--- src/rtl/pipe_pkg.sv ---
// Opcode constants, NOP word, FSM encoding and small decode helpers shared by
// the pipeline hazard controller and its per-stage register-use decoder.
package pipe_pkg;

    localparam logic [5:0]  OP_RTYPE = 6'h00;
    localparam logic [5:0]  OP_LW    = 6'h23;
    localparam logic [5:0]  OP_SW    = 6'h2B;
    localparam logic [5:0]  OP_BEQ   = 6'h04;
    localparam logic [5:0]  OP_J     = 6'h02;

    localparam logic [31:0] NOP_WORD = 32'h0000_0000;

    typedef enum logic [1:0] {
        ST_RUN   = 2'd0,
        ST_STALL = 2'd1,
        ST_FLUSH = 2'd2,
        ST_BAD   = 2'd3
    } state_t;

    function automatic logic [5:0] opcode_of(input logic [31:0] ir);
        return ir[31:26];
    endfunction

    function automatic logic [4:0] rs_of(input logic [31:0] ir);
        return ir[25:21];
    endfunction

    function automatic logic [4:0] rt_of(input logic [31:0] ir);
        return ir[20:16];
    endfunction

    function automatic logic [4:0] rd_of(input logic [31:0] ir);
        return ir[15:11];
    endfunction

endpackage

--- src/rtl/inst_reguse.sv ---
// Decodes one instruction word into the registers it reads and writes.
// A write to $0 is reported as no write, so it can never create a hazard.
module inst_reguse
    import pipe_pkg::*;
(
    input  logic [31:0] ir,
    output logic [4:0]  rd_a,
    output logic        rd_a_vld,
    output logic [4:0]  rd_b,
    output logic        rd_b_vld,
    output logic [4:0]  wr_reg,
    output logic        wr_vld
);

    logic [10:0] unused_bits;

    assign unused_bits = ir[10:0];

    always_comb begin
        rd_a     = rs_of(ir);
        rd_b     = rt_of(ir);
        rd_a_vld = 1'b0;
        rd_b_vld = 1'b0;
        wr_reg   = 5'd0;
        if (ir != NOP_WORD) begin
            case (opcode_of(ir))
                OP_RTYPE: begin
                    rd_a_vld = 1'b1;
                    rd_b_vld = 1'b1;
                    wr_reg   = rd_of(ir);
                end
                OP_LW: begin
                    rd_a_vld = 1'b1;
                    wr_reg   = rt_of(ir);
                end
                OP_SW, OP_BEQ: begin
                    rd_a_vld = 1'b1;
                    rd_b_vld = 1'b1;
                end
                OP_J:    wr_reg = 5'd0;
                default: wr_reg = 5'd0;
            endcase
        end
        wr_vld = (wr_reg != 5'd0);
    end

endmodule

--- src/rtl/pipe_hazard_ctrl.sv ---
// Hazard controller for a 5-stage pipeline: stalls on RAW hazards, flushes on
// MA-stage redirects, and counts both kinds of event with saturating counters.
module pipe_hazard_ctrl
    import pipe_pkg::*;
#(
    parameter bit WB_BYPASS = 1'b1,
    parameter int CNT_W     = 16
)(
    input  logic             clk,
    input  logic             reset,
    input  logic [31:0]      id_ir,
    input  logic [31:0]      ex_ir,
    input  logic [31:0]      ma_ir,
    input  logic [31:0]      wb_ir,
    input  logic             pc_src,
    output logic             pc_we,
    output logic             fiid_we,
    output logic             fiid_flush,
    output logic             idex_flush,
    output logic             exma_flush,
    output logic [1:0]       state,
    output logic [CNT_W-1:0] stall_cnt,
    output logic [CNT_W-1:0] flush_cnt
);

    logic [31:0] stage_ir [4];
    logic [4:0]  rd_a     [4];
    logic        rd_a_vld [4];
    logic [4:0]  rd_b     [4];
    logic        rd_b_vld [4];
    logic [4:0]  wr_reg   [4];
    logic        wr_vld   [4];

    logic   hit_ex, hit_ma, hit_wb, raw_hit;
    logic   stall_evt, flush_evt;
    state_t state_q, state_nxt;
    logic   unused_dec;

    function automatic logic reads_reg(input logic a_vld, input logic [4:0] a,
                                       input logic b_vld, input logic [4:0] b,
                                       input logic w_vld, input logic [4:0] w);
        return w_vld && ((a_vld && (a == w)) || (b_vld && (b == w)));
    endfunction

    function automatic logic [CNT_W-1:0] sat_inc(input logic [CNT_W-1:0] v);
        return (&v) ? v : v + {{(CNT_W-1){1'b0}}, 1'b1};
    endfunction

    assign stage_ir[0] = id_ir;
    assign stage_ir[1] = ex_ir;
    assign stage_ir[2] = ma_ir;
    assign stage_ir[3] = wb_ir;

    // index 0 is the consumer in ID; 1..3 are the producers in EX, MA, WB
    for (genvar i = 0; i < 4; i++) begin : g_dec
        inst_reguse u_dec (
            .ir       (stage_ir[i]),
            .rd_a     (rd_a[i]),
            .rd_a_vld (rd_a_vld[i]),
            .rd_b     (rd_b[i]),
            .rd_b_vld (rd_b_vld[i]),
            .wr_reg   (wr_reg[i]),
            .wr_vld   (wr_vld[i])
        );
    end

    assign unused_dec = ^{wr_reg[0], wr_vld[0],
                          rd_a[1], rd_a_vld[1], rd_b[1], rd_b_vld[1],
                          rd_a[2], rd_a_vld[2], rd_b[2], rd_b_vld[2],
                          rd_a[3], rd_a_vld[3], rd_b[3], rd_b_vld[3]};

    assign hit_ex  = reads_reg(rd_a_vld[0], rd_a[0], rd_b_vld[0], rd_b[0], wr_vld[1], wr_reg[1]);
    assign hit_ma  = reads_reg(rd_a_vld[0], rd_a[0], rd_b_vld[0], rd_b[0], wr_vld[2], wr_reg[2]);
    // with a bypassing register file the WB producer is already visible to ID
    assign hit_wb  = (WB_BYPASS == 1'b0) &&
                     reads_reg(rd_a_vld[0], rd_a[0], rd_b_vld[0], rd_b[0], wr_vld[3], wr_reg[3]);
    assign raw_hit = hit_ex | hit_ma | hit_wb;

    always_comb begin
        pc_we      = 1'b1;
        fiid_we    = 1'b1;
        fiid_flush = 1'b0;
        idex_flush = 1'b0;
        exma_flush = 1'b0;
        state_nxt  = ST_RUN;
        stall_evt  = 1'b0;
        flush_evt  = 1'b0;
        if (reset) begin
            case (state_q)
                ST_RUN, ST_STALL: begin
                    if (pc_src) begin
                        fiid_flush = 1'b1;
                        idex_flush = 1'b1;
                        exma_flush = 1'b1;
                        state_nxt  = ST_FLUSH;
                        flush_evt  = 1'b1;
                    end else if (raw_hit) begin
                        pc_we      = 1'b0;
                        fiid_we    = 1'b0;
                        idex_flush = 1'b1;
                        state_nxt  = ST_STALL;
                        stall_evt  = 1'b1;
                    end
                end
                default: state_nxt = ST_RUN;
            endcase
        end
    end

    always_ff @(posedge clk or negedge reset) begin
        if (!reset) begin
            state_q   <= ST_RUN;
            stall_cnt <= '0;
            flush_cnt <= '0;
        end else begin
            state_q <= state_nxt;
            if (stall_evt) begin
                stall_cnt <= sat_inc(stall_cnt);
            end
            if (flush_evt) begin
                flush_cnt <= sat_inc(flush_cnt);
            end
        end
    end

    assign state = state_q;

endmodule

--- config.mk ---
export PLATFORM = sky130hd
export DESIGN_NAME = pipe_hazard_ctrl
export DESIGN_NICKNAME = d
export VERILOG_FILES = /design/src/rtl/pipe_pkg.sv /design/src/rtl/inst_reguse.sv /design/src/rtl/pipe_hazard_ctrl.sv
export SDC_FILE = /design/constraint.sdc
export NUM_CORES = 1
export LEC_CHECK = 0
export CAP_MARGIN = 20
export CORE_MARGIN = 2
export CORE_UTILIZATION = 27
export CTS_CLUSTER_SIZE = 28
export DETAILED_ROUTE_END_ITERATION = 16
export MAX_ROUTING_LAYER = met4
export PLACE_DENSITY = 0.68
export SLEW_MARGIN = 10
export SYNTH_ARGS = -nofsm -noshare
export SYNTH_HDL_FRONTEND = slang
export SYNTH_SLANG_ARGS = --single-unit
--- constraint.sdc ---
create_clock -name clk -period 8.1 [get_ports clk]
set_clock_uncertainty 0.15 [all_clocks]
set_input_delay 0.81 -clock clk [delete_from_list [all_inputs] [get_ports clk]]
set_output_delay 0.81 -clock clk [all_outputs]
set_load 0.1 [all_outputs]
==> results by group, run 1 <==
Power
  – Max IR drop VDD: about 0.24 mV
  – Pwr dens: around 150 nW/µm²
  – Pleak: ~0.0015 µW
  – Final Total Pwr: slightly above 600 µW

Floorplanning
  – Initial Utilization: approximately 28%
  – Die area: between 10000 and 15000 µm²
  – Die width: roughly 100 µm
  – DIE HEIGHT: approximately 100 µm
  – Rows: 35
  – Core Region: between 9000 and 10000 µm²
  – Io pins: 170

Synth
  – Register area share after synthesis: around a third
  – Synth top area cells: dfrtp_1, xnor2_1, xor2_1
  – Post-synth top area cell: dfrtp_1
  – Syn Nets: 410
  – Synth Flop Type: dfrtp_1
  – Post-synth top cells: dfrtp_1, xnor2_1, nand2_1, nor4_1, nand3_1
  – FFs w/ async S/R, synth: 100.0%
  – Synth Register Bits: 34
  – Distinct cells, synth: 57
  – Mapped Area: 2624 µm²
  – Post-synthesis average cell area: ~9.5 µm²
  – Top cell type's share of synthesized area: about a third
  – Syn Inst Count: 277
  – Yosys warns: 0
  – Number of synthesized flops with an enable pin: 0
  – Most frequent cell after synthesis: dfrtp_1

Clock network
  – Setup bufs post-CTS: 0
  – Worst skew pair latency: between 200 and 300 ps
  – CTS Root Cell: clkbuf_8
  – Clk sinks: 34
  – CTS tree: built
  – Reg clk slew, reported paths: about 70 ps
  – CTS buffer count: 5
  – Hold Buf Count CTS: 0
  – H-tree lvl count: 2
  – PostCTS Resize Cnt: 0
  – Clock buffer depth: 2

STA
  – Worst-Margin Slew: roughly 1000 ps
  – Setup violators final: 0
  – RSZ-0062 raised after global routing: false
  – Slew Limit Fails: 0
  – Max Fclk: ~180 MHz
  – TNS Setup: 0 ps
  – Fin crit period: 5566 ps
  – Hold Vio Cnt, Final: 0
  – Rel. slew slack: about a third
  – Final worst-path cycle share: approximately 69%

Worst setup path
  – Crit-path max FO: 6
  – Worst Setup Start Kind: input pin
  – Worst Path Class, Setup: input pin to primary output
  – Cell repeated most along the worst path: clkdlybuf4s50_1
  – CP max stage delay: 1150 ps
  – CP bufs+invs: 2
  – Critical-path top delay cell: clkdlybuf4s50_1
  – CP Data Required Time: slightly above 7000 ps
  – Crit path cell chain: clkdlybuf4s50_1 -> and3_4 -> a22o_1 -> or4b_4 -> o2111ai_1 -> a221oi_4 -> or4_1 -> nand2_1 -> clkdlybuf4s50_1
  – CP delay by family, top: buffers and inverters
  – Crit path DAT: about 4600 ps
  – Worst Setup End Kind: primary output

Flow run
  – Max Cap Viol: 0

Run status
  – Outcome: finished, final reports clean

Placement
  – Placed Area: between 3000 and 4000 µm²
  – Final HPWL DP: about 6 mm
  – Final Wtd Congestion: just under 0.9
  – Port Buffers: approximately 110

Finish
  – Area grow syn2layout: 49.79%
  – Post-layout net count: 515
  – Final Cell Area: between 3000 and 4000 µm²
  – Layout cells sized above 1: between 9 and 10%
  – Diodes inserted: 0

Routing
  – WL per Instance: 15.19 µm
  – Drt via density: between 5 and 6
  – DRC errors left: 0
  – Iteration-0 DRC count of the detailed router: 98
  – Total number of vias: between 2k and 3k
  – Initial DRT Pass Iterations: 5
  – Routed WL: between 7 and 8 mm
  – Final antenna-violating net count: 0

Global routing
  – Total track usage: 14.69%
  – First-pass GRT wire length: 11.96 mm
  – Largest net degree at the start of global routing: 36
  – Gr ovfl total: 0
  – Vias in the first global route: 2463
  – Antenna violations before repair: 0

Hold path
  – HP Class: register to register
==> logic make-up (layout without fill, tap and decap cells) <==
family / Yosys count / in the layout / share of synthesized area (%)
compound gates: 52 / 52 / 17.50
xor+xnor: 37 / 37 / 12.35
fa+ha+maj: 2 / 2 / 0.9536
buf+inv: 13 / 119 / 2.671
flops: 34 / 34 / 32.43
mux: 3 / 3 / 1.430
simple gates: 136 / 136 / 32.67
==> placed cells by master, fill, tap and decap left out, types with 7 or more instances in the layout <==
cell / n
dfrtp_1: 34
nor2_1: 12
nand4_1: 9
a21oi_1: 12
nand3_1: 13
and4_1: 7
nor4_1: 14
nand2_1: 21
clkdlybuf4s50_1: 105
xnor2_1: 25
xor2_1: 12
or3_1: 8
nor3_1: 10
==> area by class of cell <==
cell class,instances,area (µm²)
Multi-Input combinational cell,230,1703
Clock inverter,3,68.82
Tap cell,129,161.4
Clock buffer,5,68.82
Fill cell,915,5398
Timing Repair Buffer,106,1059
Sequential cell,34,850.8
Inverter,5,18.77
==> sequential cells by signal, indices dropped and copies added, names as in the netlist <==
| signal | flops |
|---|---|
| flush_cnt | 16 |
| stall_cnt | 16 |
| state | 2 |
==> power by group <==
group	total (µW)	switching [µW]	internal, µW
Clock	191	67.2	123
Sequential	197	14.4	182
Combinational	220	144	75.4
==> per-layer routing <==
metal  global-route usage [%]  vias up  share of wire (%)
li1                         -     1265                  -
met4                    4.615        0                1.1
met2                    23.03      104                 46
met1                    19.20     1189                 46
met3                    2.780        9                7.4
met5                        -        -                  0
==> per-stage QoR <==
stage	util, %	hold slack (ps)	worst slack [ps]	instances
floorplan	-	364.4	3384	277
global placement	40.66	332.2	2559	504
detailed placement	40.66	329.2	2547	504
CTS	42.13	348.2	2529	512
global route	42.13	367.2	2404	512
finish	42.13	344.6	2534	512
==> path summary, 6_finish.rpt <==
kind                               startpoint            end  slack (ps)  cells after the start
worst max-delay path                ma_ir[31]          pc_we        2530                      9
worst min-delay path            flush_cnt[12]  flush_cnt[12]         340                      1
worst max register to register   stall_cnt[3]   stall_cnt[1]        5480                      7
worst min register to register  flush_cnt[12]  flush_cnt[12]         340                      1
max in group asynchronous               reset   stall_cnt[8]        6690                      2
min in group asynchronous               reset   flush_cnt[5]         790                      2
Power figures use the tool's default switching activity.
==> run 2, diff against run 1 <==
--- a/config.mk
+++ b/config.mk
@@ -11,7 +11,7 @@
 export CTS_CLUSTER_SIZE = 28
 export DETAILED_ROUTE_END_ITERATION = 16
 export MAX_ROUTING_LAYER = met4
-export PLACE_DENSITY = 0.68
+export PLACE_DENSITY = 0.7
 export SLEW_MARGIN = 10
 export SYNTH_ARGS = -nofsm -noshare
 export SYNTH_HDL_FRONTEND = slang
==> constraint.sdc (replaced) <==
create_clock -name clk -period 5 [get_ports clk]
set_clock_uncertainty 0.15 [all_clocks]
set_input_delay 0.5 -clock clk [delete_from_list [all_inputs] [get_ports clk]]
set_output_delay 0.5 -clock clk [all_outputs]
set_load 0.1 [all_outputs]
==> results by group, run 2 (synthesis results as in run 1) <==
Clock network
  – PostCTS Resize Cnt: 0
  – Worst skew pair latency: 290 ps
  – Reg clk slew, reported paths: roughly 70 ps
  – Hold Buf Count CTS: 0
  – Clk sinks: 34
  – Setup bufs post-CTS: 0
  – CTS Root Cell: clkbuf_8
  – H-tree lvl count: 2
  – CTS buffer count: 5
  – CTS tree: built
  – Clock buffer depth: 2

Routing
  – Total number of vias: around 2.6k
  – Drt via density: just over 5
  – DRC errors left: 0
  – Top sig layer: met4
  – WL per Instance: 14.94 µm
  – Final antenna-violating net count: 0
  – Iteration-0 DRC count of the detailed router: a little under 80
  – Met2 routed WL: around 3.5 mm
  – Initial DRT Pass Iterations: 4
  – M1 WL: approximately 3.4 mm
  – WL met3: roughly 740 µm
  – Routed WL: roughly 7.7 mm

STA
  – Rel. slew slack: about 32%
  – Hold Vio Cnt, Final: 0
  – TNS Setup: 0 ps
  – Max Fclk: 243.4 MHz
  – Setup violators final: 0
  – Final worst-path cycle share: 82.18%
  – Setup ws final: 891.1 ps
  – Fin crit period: 4109 ps
  – Worst-Margin Slew: around 1000 ps
  – RSZ-0062 raised after global routing: false
  – Slew Limit Fails: 0

Floorplanning
  – Initial Utilization: between 20% and 30%
  – Rows: 35
  – Die area: roughly 11000 µm²
  – Die width: 102.6 µm
  – DIE HEIGHT: slightly above 100 µm
  – Core Region: between 9000 and 10000 µm²
  – Io pins: 170

Finish
  – Area grow syn2layout: 48.21%
  – Most frequent cells in the layout: clkdlybuf4s50_1, dfrtp_1, xnor2_1
  – Layout cells sized above 1: between 10% and 20%
  – Most common cell after layout, fill and taps aside: clkdlybuf4s50_1
  – Fillers: 923
  – Post-layout net count: roughly 520
  – Diodes inserted: 0

Run status
  – Outcome: finished, final reports clean

Worst setup path
  – Worst Setup End Kind: primary output
  – Crit. Startpoint: ma_ir[31]
  – Crit Reg-Reg Startpoint: stall_cnt[3]
  – Worst Path Class, Setup: input pin to primary output
  – Reg2Reg Depth: 7
  – Worst Setup Start Kind: input pin
  – Reg2reg setup slack: roughly 2400 ps
  – Crit-path max FO: 6
  – CP Data Required Time: approximately 4400 ps
  – Crit path DAT: between 3000 and 4000 ps
  – Reg2reg end: stall_cnt[1]

Global routing
  – First-pass GRT wire length: about 12 mm
  – Vias in the first global route: approximately 2.5k
  – Total track usage: 14.44%
  – Largest net degree at the start of global routing: 36
  – Antenna violations before repair: 0
  – Gr ovfl total: 0

Placement
  – Final Wtd Congestion: between 0.8 and 0.9
  – Worst slack, placed: ~890 ps
  – Port Buffers: about 110
  – Final HPWL DP: about 6.0 mm

Power
  – Pleak: ~0.0015 µW
  – Pwr dens: between 200 and 250 nW/µm²
  – Max IR drop VDD: ~0.37 mV

Hold path
  – Hold endpoint: stall_cnt[9]
  – Min-delay src: stall_cnt[9]
  – Hold Path Depth: 1
  – HP Class: register to register

Flow run
  – Max Cap Viol: 0
-- run 2: changes by cell type in the layout (fill, tap and decap cells not counted), sizes merged --
| cell | previous run | this run |
|---|---|---|
| clkinv | 1 | 2 |
| buf | 1 | 6 |
| bufinv | 2 | 1 |
| clkdlybuf4s50 | 105 | 100 |
-- run 2: critical path: stages --
cell             delay, ps
clkdlybuf4s50_1        500
and3_4                 250
a22o_1                 310
or4b_4                 520
o2111ai_2              240
a221oi_2                90
or4_1                  570
nand2_1                150
buf_4                  310
-- run 2: layout make-up --
| cell class | instances | area [µm²] | area share (%) |
|---|---|---|---|
| inverter | 5 | 18.77 | 0.4826 |
| clock inverter | 3 | 40.04 | 1.030 |
| tap | 129 | 161.4 | 4.151 |
| sequential | 34 | 850.8 | 21.88 |
| timing repair buffer | 106 | 1046 | 26.90 |
| multi-input combinational | 230 | 1703 | 43.79 |
| clock buffer | 5 | 68.82 | 1.770 |
-- run 2: worst max path at each step --
stage	endpoint	cells after the start
3_5_place_dp	fiid_we	9
2_1_floorplan	pc_we	9
6_report	fiid_we	9
3_3_place_gp	pc_we	9
5_1_grt	fiid_we	9
4_1_cts	fiid_we	9
-- run 2: stage by stage --
stage | hold WS, ps | area [µm²] | std cells | total power [µW] | utilization (%)
after floorplan | 54.41 | 2624 | 277 | 550.9 | -
after global placement | 338.0 | 3780 | 504 | 674.2 | 40.52
after detailed placement | 332.0 | 3780 | 504 | 676.2 | 40.52
after CTS | 346.4 | 3889 | 512 | 933.5 | 41.69
after global routing | 362.7 | 3889 | 512 | 964.6 | 41.69
final | 342.1 | 3889 | 512 | 922.6 | 41.69
-- run 2: metal layers --
| layer | up-vias | global-route usage, % |
|---|---|---|
| met5 | - | - |
| met4 | 0 | 3.077 |
| met3 | 4 | 4.000 |
| met2 | 96 | 22.88 |
| met1 | 1224 | 18.50 |
| li1 | 1272 | - |
-- run 2: power breakdown --
part | switching, µW | internal (µW) | total [µW] | leakage [µW]
registers | 22.6 | 295 | 318 | 0.000465
logic | 233 | 121 | 354 | 0.000978
clock network | 104 | 147 | 251 | 0.0000579
